--- src/rtl/cnn_mem_pkg.sv ---
// Shared constants and types for the per-channel bias/scale parameter fetch path.
package cnn_mem_pkg;

  localparam int DEF_BIAS_WIDTH  = 32;
  localparam int DEF_SCALE_WIDTH = 16;
  localparam int DEF_LAYER_NUM   = 8;
  localparam int DEF_CH_NUM      = 64;

  localparam int LAYER_W = 5;
  localparam int CH_W    = 10;
  localparam int CNT_W   = 11;

  typedef enum logic [1:0] {
    ST_IDLE  = 2'd0,
    ST_FETCH = 2'd1,
    ST_DRAIN = 2'd2
  } fetch_state_e;

endpackage

--- src/rtl/bs_sync_fifo.sv ---
// Show-ahead synchronous FIFO: the head entry is presented on dout whenever empty is low.
module bs_sync_fifo #(
  parameter int WIDTH = 8,
  parameter int DEPTH = 4
) (
  input  logic                   clk,
  input  logic                   rst_n,
  input  logic                   flush,
  input  logic                   push,
  input  logic [WIDTH-1:0]       din,
  input  logic                   pop,
  output logic [WIDTH-1:0]       dout,
  output logic                   empty,
  output logic [$clog2(DEPTH):0] count
);

  localparam int AW = $clog2(DEPTH);

  logic [WIDTH-1:0] mem [DEPTH];
  logic [AW-1:0]    wr_ptr;
  logic [AW-1:0]    rd_ptr;
  logic             full;
  logic             do_push;
  logic             do_pop;

  assign empty   = (count == '0);
  assign full    = (count == (AW+1)'(DEPTH));
  assign do_push = push && !full;
  assign do_pop  = pop && !empty;
  assign dout    = mem[rd_ptr];

  // NOTE: the storage array has no reset; pointers and count alone define which entries are valid.
  always_ff @(posedge clk) begin
    if (do_push && !flush) mem[wr_ptr] <= din;
  end

  // NOTE: sequential state uses non-blocking assignments so every register sees pre-edge values.
  always_ff @(posedge clk or negedge rst_n) begin
    if (!rst_n) begin
      wr_ptr <= '0;
      rd_ptr <= '0;
      count  <= '0;
    end else if (flush) begin
      wr_ptr <= '0;
      rd_ptr <= '0;
      count  <= '0;
    end else begin
      if (do_push) wr_ptr <= wr_ptr + 1'b1;
      if (do_pop)  rd_ptr <= rd_ptr + 1'b1;
      case ({do_push, do_pop})
        2'b10:   count <= count + 1'b1;
        2'b01:   count <= count - 1'b1;
        default: ;
      endcase
    end
  end

endmodule

--- src/rtl/bias_scale_fetch_ctrl.sv ---
// Walks channels 0..N-1 of one layer in the bias/scale ROM and streams the returned words in order.
module bias_scale_fetch_ctrl
  import cnn_mem_pkg::*;
#(
  parameter int BIAS_WIDTH  = DEF_BIAS_WIDTH,
  parameter int SCALE_WIDTH = DEF_SCALE_WIDTH,
  parameter int LAYER_NUM   = DEF_LAYER_NUM,
  parameter int CH_NUM      = DEF_CH_NUM,
  parameter int FIFO_DEPTH  = 4
) (
  input  logic                   clk,
  input  logic                   rst_n,
  input  logic                   cfg_valid,
  output logic                   cfg_ready,
  input  logic [LAYER_W-1:0]     cfg_layer,
  input  logic [CNT_W-1:0]       cfg_ch_count,
  input  logic                   abort,
  output logic                   mem_start,
  output logic [LAYER_W-1:0]     mem_layer_idx,
  output logic [CH_W-1:0]        mem_ch_idx,
  input  logic                   mem_valid,
  input  logic [BIAS_WIDTH-1:0]  mem_bias,
  input  logic [SCALE_WIDTH-1:0] mem_scale,
  output logic                   out_valid,
  input  logic                   out_ready,
  output logic [BIAS_WIDTH-1:0]  out_bias,
  output logic [SCALE_WIDTH-1:0] out_scale,
  output logic [CH_W-1:0]        out_ch_idx,
  output logic                   out_last,
  output logic                   busy,
  output logic                   done,
  output logic                   cfg_err
);

  localparam int ENTRY_W = BIAS_WIDTH + SCALE_WIDTH + CH_W + 1;
  localparam int OCC_W   = $clog2(FIFO_DEPTH) + 1;

  fetch_state_e state, state_nxt;

  logic [LAYER_W-1:0]     layer_q;
  logic [CNT_W-1:0]       count_q;
  logic [CNT_W-1:0]       issue_ch;
  logic [CNT_W-1:0]       ret_ch;
  logic [OCC_W-1:0]       inflight;
  logic [OCC_W-1:0]       fifo_count;
  logic                   discard;
  logic                   done_q;
  logic                   cfg_bad, accept, issue, credit_ok, flush;
  logic                   push, pop, last_pop, fifo_empty;
  logic [ENTRY_W-1:0]     push_data, head;
  logic [BIAS_WIDTH-1:0]  head_bias;
  logic [SCALE_WIDTH-1:0] head_scale;
  logic [CH_W-1:0]        head_ch;
  logic                   head_last;

  assign cfg_bad   = (cfg_layer >= LAYER_W'(LAYER_NUM)) || (cfg_ch_count > CNT_W'(CH_NUM));
  assign flush     = abort && (state != ST_IDLE);
  // Reads issued but not yet landed count against FIFO space, so a push can never overflow.
  assign credit_ok = ({1'b0, fifo_count} + {1'b0, inflight}) < (OCC_W+1)'(FIFO_DEPTH);
  assign push      = mem_valid && !discard && (state != ST_IDLE);
  assign pop       = out_valid && out_ready;
  assign last_pop  = (state == ST_DRAIN) && !abort && pop && out_last;
  assign push_data = {mem_bias, mem_scale, ret_ch[CH_W-1:0], ret_ch == count_q - CNT_W'(1)};

  // NOTE: every always_comb output gets a default before the case so no latch can be inferred.
  always_comb begin
    state_nxt = state;
    accept    = 1'b0;
    issue     = 1'b0;
    case (state)
      ST_IDLE: begin
        if (cfg_valid && !cfg_bad && (cfg_ch_count != '0)) begin
          accept    = 1'b1;
          state_nxt = ST_FETCH;
        end
      end
      ST_FETCH: begin
        if (abort) begin
          state_nxt = ST_IDLE;
        end else if (credit_ok) begin
          issue = 1'b1;
          if (issue_ch == count_q - CNT_W'(1)) state_nxt = ST_DRAIN;
        end
      end
      ST_DRAIN: begin
        if (abort || last_pop) state_nxt = ST_IDLE;
      end
      default: state_nxt = ST_IDLE;
    endcase
  end

  always_ff @(posedge clk or negedge rst_n) begin
    if (!rst_n) state <= ST_IDLE;
    else        state <= state_nxt;
  end

  always_ff @(posedge clk or negedge rst_n) begin
    if (!rst_n) begin
      layer_q       <= '0;
      count_q       <= '0;
      issue_ch      <= '0;
      ret_ch        <= '0;
      inflight      <= '0;
      discard       <= 1'b0;
      done_q        <= 1'b0;
      cfg_err       <= 1'b0;
      mem_start     <= 1'b0;
      mem_layer_idx <= '0;
      mem_ch_idx    <= '0;
    end else begin
      mem_start <= issue;
      done_q    <= (state == ST_IDLE) && cfg_valid && !cfg_bad && (cfg_ch_count == '0);
      cfg_err   <= (state == ST_IDLE) && cfg_valid && cfg_bad;
      // A read launched just before abort returns one cycle later and must not land.
      discard   <= flush;
      if (accept) begin
        layer_q  <= cfg_layer;
        count_q  <= cfg_ch_count;
        issue_ch <= '0;
        ret_ch   <= '0;
      end
      if (issue) begin
        mem_layer_idx <= layer_q;
        mem_ch_idx    <= issue_ch[CH_W-1:0];
        issue_ch      <= issue_ch + CNT_W'(1);
      end
      if (push) ret_ch <= ret_ch + CNT_W'(1);
      if (flush) inflight <= '0;
      else       inflight <= inflight + OCC_W'(issue) - OCC_W'(push);
    end
  end

  bs_sync_fifo #(
    .WIDTH (ENTRY_W),
    .DEPTH (FIFO_DEPTH)
  ) u_fifo (
    .clk   (clk),
    .rst_n (rst_n),
    .flush (flush),
    .push  (push),
    .din   (push_data),
    .pop   (pop),
    .dout  (head),
    .empty (fifo_empty),
    .count (fifo_count)
  );

  assign {head_bias, head_scale, head_ch, head_last} = head;

  // Head fields read as zero while empty so the unreset storage never shows on the stream.
  assign out_valid  = !fifo_empty;
  assign out_bias   = out_valid ? head_bias  : '0;
  assign out_scale  = out_valid ? head_scale : '0;
  assign out_ch_idx = out_valid ? head_ch    : '0;
  assign out_last   = out_valid && head_last;

  assign cfg_ready = (state == ST_IDLE);
  assign busy      = (state != ST_IDLE);
  assign done      = done_q || last_pop;

endmodule

--- config.mk ---
export PLATFORM = sky130hd
export DESIGN_NAME = bias_scale_fetch_ctrl
export DESIGN_NICKNAME = d
export VERILOG_FILES = /design/src/rtl/cnn_mem_pkg.sv /design/src/rtl/bs_sync_fifo.sv /design/src/rtl/bias_scale_fetch_ctrl.sv
export SDC_FILE = /design/constraint.sdc
export NUM_CORES = 1
export LEC_CHECK = 0
export ABC_CLOCK_PERIOD_IN_PS = 6050
export CORE_AREA = 2 2 173 175
export CTS_CLUSTER_SIZE = 40
export DETAILED_ROUTE_END_ITERATION = 12
export DIE_AREA = 0 0 175 177
export PLACE_DENSITY = 0.66
export SLEW_MARGIN = 10
export SYNTH_ARGS = -nofsm -noshare
export SYNTH_HDL_FRONTEND = slang
export SYNTH_HIERARCHICAL = 1
export SYNTH_SLANG_ARGS = --single-unit
--- constraint.sdc ---
create_clock -name clk -period 6.05 [get_ports clk]
set_clock_uncertainty 0.2 [all_clocks]
set_input_delay 0.605 -clock clk [delete_from_list [all_inputs] [get_ports clk]]
set_output_delay 0.605 -clock clk [all_outputs]
set_load 0.03 [all_outputs]
Word-level counts from Yosys, hierarchy flattened
Memories as Yosys holds them, arrays and structs flattened.
Cells that the tools add are included.
W data, S select, Z words.
- latch bits: 0
- memories: 1
- register bits after elaboration: 69
- logic and storage cells: 103
- memory bits (read-only): 0
- output and inout bits: 80
- RAM bits: 236
- memory list (name ; words ; width ; read ports ; clocked after Yosys merged registers in ; wr ports ; line ; RTL):
    u_fifo.mem ; 4 ; 59 ; 1 ; 0 ; 1 ; bs_sync_fifo.sv:19 ; logic [WIDTH-1:0] mem [DEPTH];
- equality and inequality tests: 11
- add/sub/neg operators: 10
- shifts and indexed selects: 0
- bitwise gates (word level): 0
- reductions and logical operators: 37
- muxes and demuxes: 26
- div/mod/pow operators: 0
- multiply operators: 0
- $lt $le $gt $ge: 3
- operators by type and width (kind ; count):
    $mux W11 ; 3
    $mux W32 ; 1
    $add A11 B1 Y11 const B ; 2
    $eq A11 B11 Y1 ; 2
    $mux W2 ; 9
    $logic_and A1 B1 Y1 ; 17
    $mux W16 ; 1
    $gt A11 B7 Y1 const B ; 1
    $logic_not A11 Y1 ; 1
    $reduce_bool A11 Y1 ; 1
    $sub A11 B1 Y11 const B ; 1
    $mux W10 ; 1
    $reduce_bool A2 Y1 ; 5
    $mux W1 ; 7
    $logic_not A1 Y1 ; 6
    $mux W3 ; 2
    $ne A3 B3 Y1 const B ; 2
    $pmux W2 S3 ; 1
    $pmux W3 S2 ; 1
    $ge A5 B4 Y1 const B ; 1
    $add A2 B1 Y2 const B ; 2
    $add A3 B3 Y4 ; 1
    $eq A2 B1 Y1 const B ; 2
    $eq A2 B2 Y1 const B ; 2
    other kinds (12) ; 15

Longest topological paths before layout
Gate-level depths: netlist of run 1.
- depth after elaboration: 9
- mapped depth: 12
- gate-level depth less buffers: 11

Modules after synthesis
Netlist of run 1, hierarchy kept.
- modules (own cells, without submodules) (module ; times used ; area each (µm²) ; cells each):
    bs_sync_fifo ; 1 ; 9086.2 ; 373
    bias_scale_fetch_ctrl ; 1 ; 3804.9 ; 455

Worst setup path before layout of run 1
Ideal clock, no wire load.
- path type: input to register
- from: input port mem_valid
- to: memory u_fifo/mem[0][0] (netlist name), enable pin
- setup time: 0.423 ns
- cell stages on the path: 7
- data arrival time: 3.149 ns
- setup slack: 2.278 ns
- buffers on the path: 2
- cell sequence: or3b_1 -> clkbuf_1 -> clkinv_1 -> clkbuf_8 -> inv_1 -> nor3_1 -> and2_1
- word-level cells in the longest chain between the ends: 6
- ends and longest elaborated chain (what ; line ; RTL):
    start: declaration ; bias_scale_fetch_ctrl.sv:21 ; input logic mem_valid,
    $logic_and A1 B1 Y1 (2 in series) ; bias_scale_fetch_ctrl.sv:60 ; assign push = mem_valid && !discard && (state != ST_IDLE);
    named net push ; bias_scale_fetch_ctrl.sv:49 ; logic push, pop, last_pop, fifo_empty;
    $logic_and A1 B1 Y1 ; bs_sync_fifo.sv:28 ; assign do_push = push && !full;
    $logic_and A1 B1 Y1 ; bs_sync_fifo.sv:34 ; if (do_push && !flush) mem[wr_ptr] <= din;
    $mux W1 ; bs_sync_fifo.sv:34 ;
    $mux W1 (not written as such) ; bs_sync_fifo.sv:34 ;
    end: declaration ; bs_sync_fifo.sv:19 ;
The timed path passes the listed nets, and every way through them passes these cells.

Worst setup path in the final report of run 1
- from: register u_fifo.rd_ptr[0]
- to: output port out_bias[28]
- word-level cells in the longest chain between the ends: 2
- ends and longest elaborated chain (what ; line ; RTL):
    start: declaration ; bs_sync_fifo.sv:21 ; logic [AW-1:0] rd_ptr;
    start signal: assignment ; bs_sync_fifo.sv:49 ; if (do_pop) rd_ptr <= rd_ptr + 1'b1;
    $mem_v2 Z4 W59 ; n/a ;
    named net head[55] ; bias_scale_fetch_ctrl.sv:50 ; logic [ENTRY_W-1:0] push_data, head;
    $mux W32 ; bias_scale_fetch_ctrl.sv:152 ; assign out_bias = out_valid ? head_bias : '0;
    end: declaration ; bias_scale_fetch_ctrl.sv:26 ; output logic [BIAS_WIDTH-1:0] out_bias,
The timed path passes the listed nets, and every way through them passes these cells.

==> run_results.csv, run 1 <==
group,metric,value,unit
status,status,"finished, final reports clean",
clock_network,clkTransAtPathRegs,0.06,ns
critical_path,start_kind,"flip-flop",
power,finalPower,6669,uW
critical_path,crit_cells,4,
critical_path,critPathMaxStageDelay,0.98,ns
critical_path,cpLargestDelayFamily,"buffers and inverters",
critical_path,r2r-end,"u_fifo/mem[1][4]",
floorplanning,die_area,30980,sq um
critical_path,crit_buf_inv,2,
power,power.share.sequential,37.6,%
power,pwr-share-comb,33.5,%
yosys,synth_async_sr_flop_share,22.62,%
floorplanning,die_width,175,microns
drt,drc,0,
placement,gp_congestion,0.8158,
yosys,synth.avg_cell_area,15.57,sq um
critical_path,cp-end-kind,"primary output",
sta,setup_violations,0,
critical_path,r2r-start,"state[1]",
floorplanning,num_rows,63,
clock_network,cts_tree,"yes",
yosys,ys_seq_elements,305,
placement,dpl_worst_slack,1.771,ns
critical_path,reg2regPathDepth,7,
power,cell_internal_pwr,4532,uW
critical_path,r2r_slack,2.35,ns
drt,wl,25410,microns
sta,maxSlewViolCount,0,
sta,finalCritPeriodShare,69.53,%
critical_path,crit_slowest_cell,"dfrtp_4",
critical_path,crit_type,"flip-flop to primary output",
final_layout,nets,1058,
yosys,ys_warn_count,6,
yosys,postSynthCellCount,828,
clock_network,cts_setup_buffers,0,
yosys,netlist_top_cells_area,"edfxtp_1, dfrtp_1, mux4_2",
drt,wl_per_cell,18.29,microns
yosys,netlist_area,12890,sq um
critical_path,crit_fanout,42,
final_layout,insertedDiodeCount,0,
clock_network,cts-root-buf,"clkbuf_16",
floorplanning,core-area,29240,sq um
clock_network,clock_latency,0.55,ns
power,power.density,422.4,nW/um^2
clock_network,clockBufferDepth,3,
sta,max_freq,237.7,MHz
final_layout,drive_gt1_share,14.01,%
power,peakVddDrop,341.1,uV
drt,drtIter0Drc,555,
clock_network,hold_buffers,0,
global_routing,grt_max_degree,70,
yosys,yosys_most_used_dff,"edfxtp_1",
final_layout,postLayoutCoreUtil,53.99,%
min_path,hold_path.class,"input pin to async pin",
clock_network,cts_buffers,30,
sta,slew_headroom,31.41,%
yosys,ys_types,65,
power,power.leakage,0.005540,uW
drt,drtAntennaViolNets,0,
global_routing,grt_usage,16.57,%
final_layout,fill_cells,2358,
yosys,synth-edff-count,236,
floorplanning,start_util,44.08,%
critical_path,worstPathArrival,3.40,ns
clock_network,cts_resized,0,
sta,period_needed,4.207,ns
placement,io_buffers,149,
yosys,yosys.area.top_type_share,54.97,%
floorplanning,io_pins,150,
sta,rsz0062_at_grt,"no",
clock_network,htree_levels,1,
critical_path,crit_chain,"buf_4, mux4_2, nor2b_1, clkdlybuf4s50_1",
floorplanning,die_h,177,microns
drt,firstDrtPassIters,5,
global_routing,overflow,0,
sta,fin_ws,1.843,ns
global_routing,antenna_found_initial,0,
sta,tightest_slew,1.029,ns
placement,dp_hpwl,16120,microns
yosys,synth_nets,911,
power,netSwitchingPower,2137,uW
sta,fin_setup_tns,0,ns
yosys,synth_top_cell_by_area,"edfxtp_1",
global_routing,grt_pass1_wl,40640,microns
yosys,ys_seq_area_share,68.37,%
critical_path,crit_end,"out_bias[28]",
flow_run,max-cap-violations,0,
critical_path,startpoint,"u_fifo/rd_ptr[0]",
power,pwr-share-clk,28.9,%
sta,hold_violations,0,
global_routing,grt_pass1_vias,7400,
final_layout,syn2layout_area_growth,22.49,%
clock_network,cts.sinks,305,
critical_path,required,5.24,ns
drt,num_vias,7334,
drt,via_per_inst,5.280,
power,swShare,32.04,%
==> layout by cell type, fill, tap and decap left out, types with 4 or more instances in the layout <==
cell / instances
or4_1: 4
nor3_1: 11
nor4_1: 6
clkinv_1: 4
clkinv_2: 7
nand2_1: 82
clkbuf_16: 31
nand3_1: 17
nor2b_1: 65
and2_2: 4
bufinv_16: 5
clkdlybuf4s50_1: 148
xor2_1: 7
clkbuf_1: 5
o31ai_1: 6
dfrtp_1: 67
nand4_1: 5
buf_4: 12
inv_1: 21
a21oi_1: 21
nor2_1: 25
and2_1: 6
edfxtp_1: 236
a31oi_1: 10
mux4_2: 59
ha_1: 11
mux2i_1: 5
o21ai_0: 31
nor3b_1: 4
xnor2_1: 18
==> sequential cells by signal, summed over array words and instances (netlist names), 5 cells and up <==
| signal | cells |
|---|---|
| u_fifo/mem | 236 |
| count_q | 11 |
| issue_ch | 11 |
| ret_ch | 11 |
| mem_ch_idx | 10 |
| layer_q | 5 |
| mem_layer_idx | 5 |
==> worst min-delay path by stage <==
| stage | to | slack (ns) | startpoint |
|---|---|---|---|
| detailed placement | mem_layer_idx[4] | 0.25 | layer_q[4] |
| global route | mem_ch_idx[6] | 0.14 | rst_n |
| global placement | mem_layer_idx[1] | 0.25 | layer_q[1] |
| finish | mem_ch_idx[0] | 0.05 | rst_n |
| floorplan | cfg_err | 0.11 | rst_n |
| CTS | mem_ch_idx[0] | 0.08 | rst_n |
==> cells in the mapped netlist, types with 2 or more instances <==
cell / number
clkbuf_1: 27
and3_1: 3
a211o_1: 2
clkbuf_8: 2
fa_1: 2
nor2_1: 26
buf_4: 3
nor2b_1: 65
o31ai_1: 6
nand3b_1: 2
a32o_1: 2
a2111oi_0: 2
o211ai_1: 2
ha_1: 11
nand4_1: 5
dfrtp_1: 69
nor4_1: 6
nor4_2: 3
o21ai_0: 31
nand2_1: 82
buf_2: 10
nand3_1: 17
buf_6: 3
a21oi_1: 21
a31oi_1: 10
or3_1: 2
nand2b_1: 3
or2_2: 2
mux4_2: 59
xor2_1: 7
o22a_1: 2
or4_1: 4
nor3_1: 11
mux2i_1: 5
and2_1: 10
o2111ai_1: 2
a21o_1: 3
o22ai_1: 3
edfxtp_1: 236
inv_1: 21
a211oi_1: 2
xnor2_1: 18
nor3b_1: 4
==> area by class of cell <==
cell class	instances	area, sq um	share of cell area [%]
multi-input cells	455	3769	23.87
clock inverters	20	261.5	1.656
clock buffers	36	794.5	5.032
flip-flops and latches	305	8818	55.85
inverters	22	82.58	0.5230
well taps	390	488.0	3.090
repair buffers	161	1577	9.984
==> power by group through the flow <==
stage	registers [uW]	logic (uW)	clock network (uW)
CTS	2510	2270	1990
global route	2540	2380	2060
detailed placement	2560	2260	0
floorplan	2410	1600	0
global placement	2560	2250	0
finish	2510	2230	1930
==> metal layers <==
metal | share of wire, % | vias up | track usage, %
met5 | 0 | - | 0
met4 | 1.5 | 0 | 3.368
met3 | 5.6 | 28 | 3.114
met2 | 48 | 229 | 27.67
met1 | 44 | 3657 | 22.98
li1 | - | 3420 | -
==> per-stage QoR <==
step,instances,instance area (sq um),hold WS [ns]
after floorplan,828,12890,0.1094
after global placement,1333,14730,0.2518
after detailed placement,1333,14730,0.2483
after CTS,1389,15790,0.08405
after global routing,1389,15790,0.1428
final,1389,15790,0.05420
==> logic make-up after synthesis <==
logic type | Yosys count | share of synthesized area, %
mux | 64 | 10.70
simple gates | 255 | 10.57
buf+inv | 68 | 2.494
xor+xnor | 25 | 1.699
compound gates | 98 | 4.795
fa+ha+maj | 13 | 1.378
flops | 305 | 68.37
(Power assumes the default switching activity.)
==> inputs of run 2 (changes only) <==
ABC_CLOCK_PERIOD_IN_PS = 4000   (was 6050)
clock period = 4 ns   (was 6.05 ns; I/O delays follow)
==> run 2 against run 1 <==
Via count barely moved. Global-route usage up 0.22 points. Sequential power rose by 49%. Critical path depth unchanged. Wire length increased by 0.18%. Sequential share of layout area is 0.34 points lower.
==> run_results.csv, run 2 (synthesized netlist as in run 1, its figures left out) <==
group,metric,value,unit
status,status,"finished, final reports clean",
sta,tightest_slew,0.6929,ns
final_layout,largest_register_ffs,236,
drt,firstDrtPassIters,4,
drt,wl_per_cell,18.22,microns
critical_path,crit_buf_inv,2,
clock_network,clockBufferDepth,3,
power,swShare,32.41,%
critical_path,required,3.40,ns
placement,post-place-cells,1338,
critical_path,start_kind,"flip-flop",
clock_network,cts_buffers,31,
power,power.leakage,0.005579,uW
floorplanning,core-area,29240,sq um
global_routing,overflow,0,
floorplanning,start_util,44.08,%
final_layout,layout_common_cells,"edfxtp_1, clkdlybuf4s50_1, nand2_1, dfrtp_1, nor2b_1",
power,power.share.sequential,37.4,%
final_layout,fill_cells,2361,
critical_path,cp-end-kind,"primary output",
clock_network,cts.sinks,305,
sta,max_freq,280.9,MHz
placement,gp_congestion,0.8017,
clock_network,htree_levels,1,
drt,wl,25460,microns
final_layout,regMostFlops,"u_fifo/mem",
final_layout,layout_commonest_cell,"edfxtp_1",
global_routing,grt_usage,16.79,%
power,netSwitchingPower,3255,uW
global_routing,grt_pass1_vias,7467,
drt,drtIter0Drc,486,
sta,hold_violations,0,
power,pwr-share-comb,34.7,%
sta,maxSlewViolCount,0,
placement,dp_hpwl,16050,microns
critical_path,crit_slowest_cell,"dfrtp_4",
floorplanning,num_rows,63,
final_layout,drive_gt1_share,14.20,%
final_layout,nets,1065,
sta,finalCritPeriodShare,89.01,%
final_layout,final_cells,1397,
clock_network,cts_setup_buffers,0,
final_layout,insertedDiodeCount,0,
min_path,hold_path.class,"input pin to async pin",
critical_path,worstPathArrival,2.96,ns
floorplanning,io_pins,150,
drt,via_per_inst,5.255,
sta,slew_headroom,53.81,%
critical_path,cpLargestDelayFamily,"buffers and inverters",
floorplanning,die_width,175,microns
critical_path,crit_chain,"buf_4, mux4_2, nor2b_1, clkdlybuf4s50_1",
sta,rsz0062_at_grt,"no",
power,power.density,632.3,nW/um^2
critical_path,reg2regPathDepth,8,
flow_run,max-cap-violations,0,
clock_network,cts_tree,"yes",
critical_path,crit_fanout,23,
sta,hold_slack,0.1512,ns
final_layout,syn2layout_area_growth,23.24,%
floorplanning,die_area,30980,sq um
clock_network,clkTransAtPathRegs,0.06,ns
sta,fin_setup_tns,0,ns
power,pwr-share-clk,27.9,%
critical_path,crit_type,"flip-flop to primary output",
drt,drc,0,
clock_network,clock_latency,0.56,ns
drt,num_vias,7341,
power,peakVddDrop,397.8,uV
critical_path,crit_cells,4,
global_routing,grt_pass1_wl,41230,microns
global_routing,antenna_found_initial,0,
clock_network,cts-root-buf,"clkbuf_16",
floorplanning,die_h,177,microns
global_routing,grt_max_degree,60,
drt,drtAntennaViolNets,0,
sta,setup_violations,0,
critical_path,critPathMaxStageDelay,0.73,ns
power,finalPower,10050,uW
sta,period_needed,3.561,ns
placement,io_buffers,149,
power,cell_internal_pwr,6790,uW
-- run 2: changes by cell type in the layout (fill, tap and decap cells not counted), moves of 2 or more --
cell	change
bufinv_16	-2
clkinv_1	+7
buf_12	+8
clkbuf_1	-3
buf_4	-3
-- run 2: what timing repair did --
action,4_1_cts,5_1_grt
hold buffers,1,0
gates resized for setup,0,0
endpoints found under the setup margin,0,0
hold endpoints to repair,23,0
-- run 2: final timing paths --
| check | startpoint | endpoint | slack, ns |
|---|---|---|---|
| worst max-delay path | u_fifo/rd_ptr[0] | out_bias[30] | 0.44 |
| worst min-delay path | rst_n | issue_ch[4] | 0.15 |
| worst max register to register | u_fifo/count[1] | u_fifo/count[1] | 0.87 |
| worst min register to register | layer_q[3] | mem_layer_idx[3] | 0.27 |
| max in group asynchronous | rst_n | u_fifo/rd_ptr[0] | 2.39 |
| min in group clk | cfg_layer[2] | layer_q[2] | 0.16 |
-- run 2: layout make-up --
| class | instances | area [sq um] | area share [%] |
|---|---|---|---|
| Timing Repair Buffer | 167 | 1724 | 10.85 |
| Clock inverter | 24 | 207.7 | 1.307 |
| Sequential cell | 305 | 8818 | 55.51 |
| Tap cell | 390 | 488.0 | 3.072 |
| Clock buffer | 34 | 797.0 | 5.017 |
| Inverter | 22 | 82.58 | 0.5198 |
| Multi-Input combinational cell | 455 | 3769 | 23.72 |
-- run 2: worst register-to-register path: cells and delay by family (launching register included) --
| family | cells | cell delay, ns |
|---|---|---|
| flops | 1 | 0.51 |
| compound gates | 4 | 0.74 |
| fa+ha+maj | 1 | 0.52 |
| simple gates | 3 | 1.04 |
-- run 2: through the flow --
stage                     worst slack [ns]  cell area (sq um)  utilization, %
final                               0.4395              15890           54.32
after global routing                0.2698              15890           54.32
after CTS                           0.3597              15890           54.32
after detailed placement            0.6819              14870           50.85
after global placement              0.7950              14870           50.85
after floorplan                     0.2781              12890               -
-- run 2: power by group through the flow --
stage / registers [uW] / clock network [uW] / logic, uW
6_report: 3750 / 2810 / 3480
5_1_grt: 3790 / 3000 / 3720
4_1_cts: 3760 / 2880 / 3540
3_5_place_dp: 3830 / 0 / 3530
3_3_place_gp: 3820 / 0 / 3510
2_1_floorplan: 3650 / 0 / 2410
-- run 2: per-layer routing --
metal | track usage [%] | up-vias | wire [microns]
met1 | 23.31 | 3672 | 11590
met2 | 27.75 | 194 | 12050
met4 | 3.507 | 0 | 401
met5 | 0 | - | 0
met3 | 3.415 | 34 | 1423
li1 | - | 3441 | -
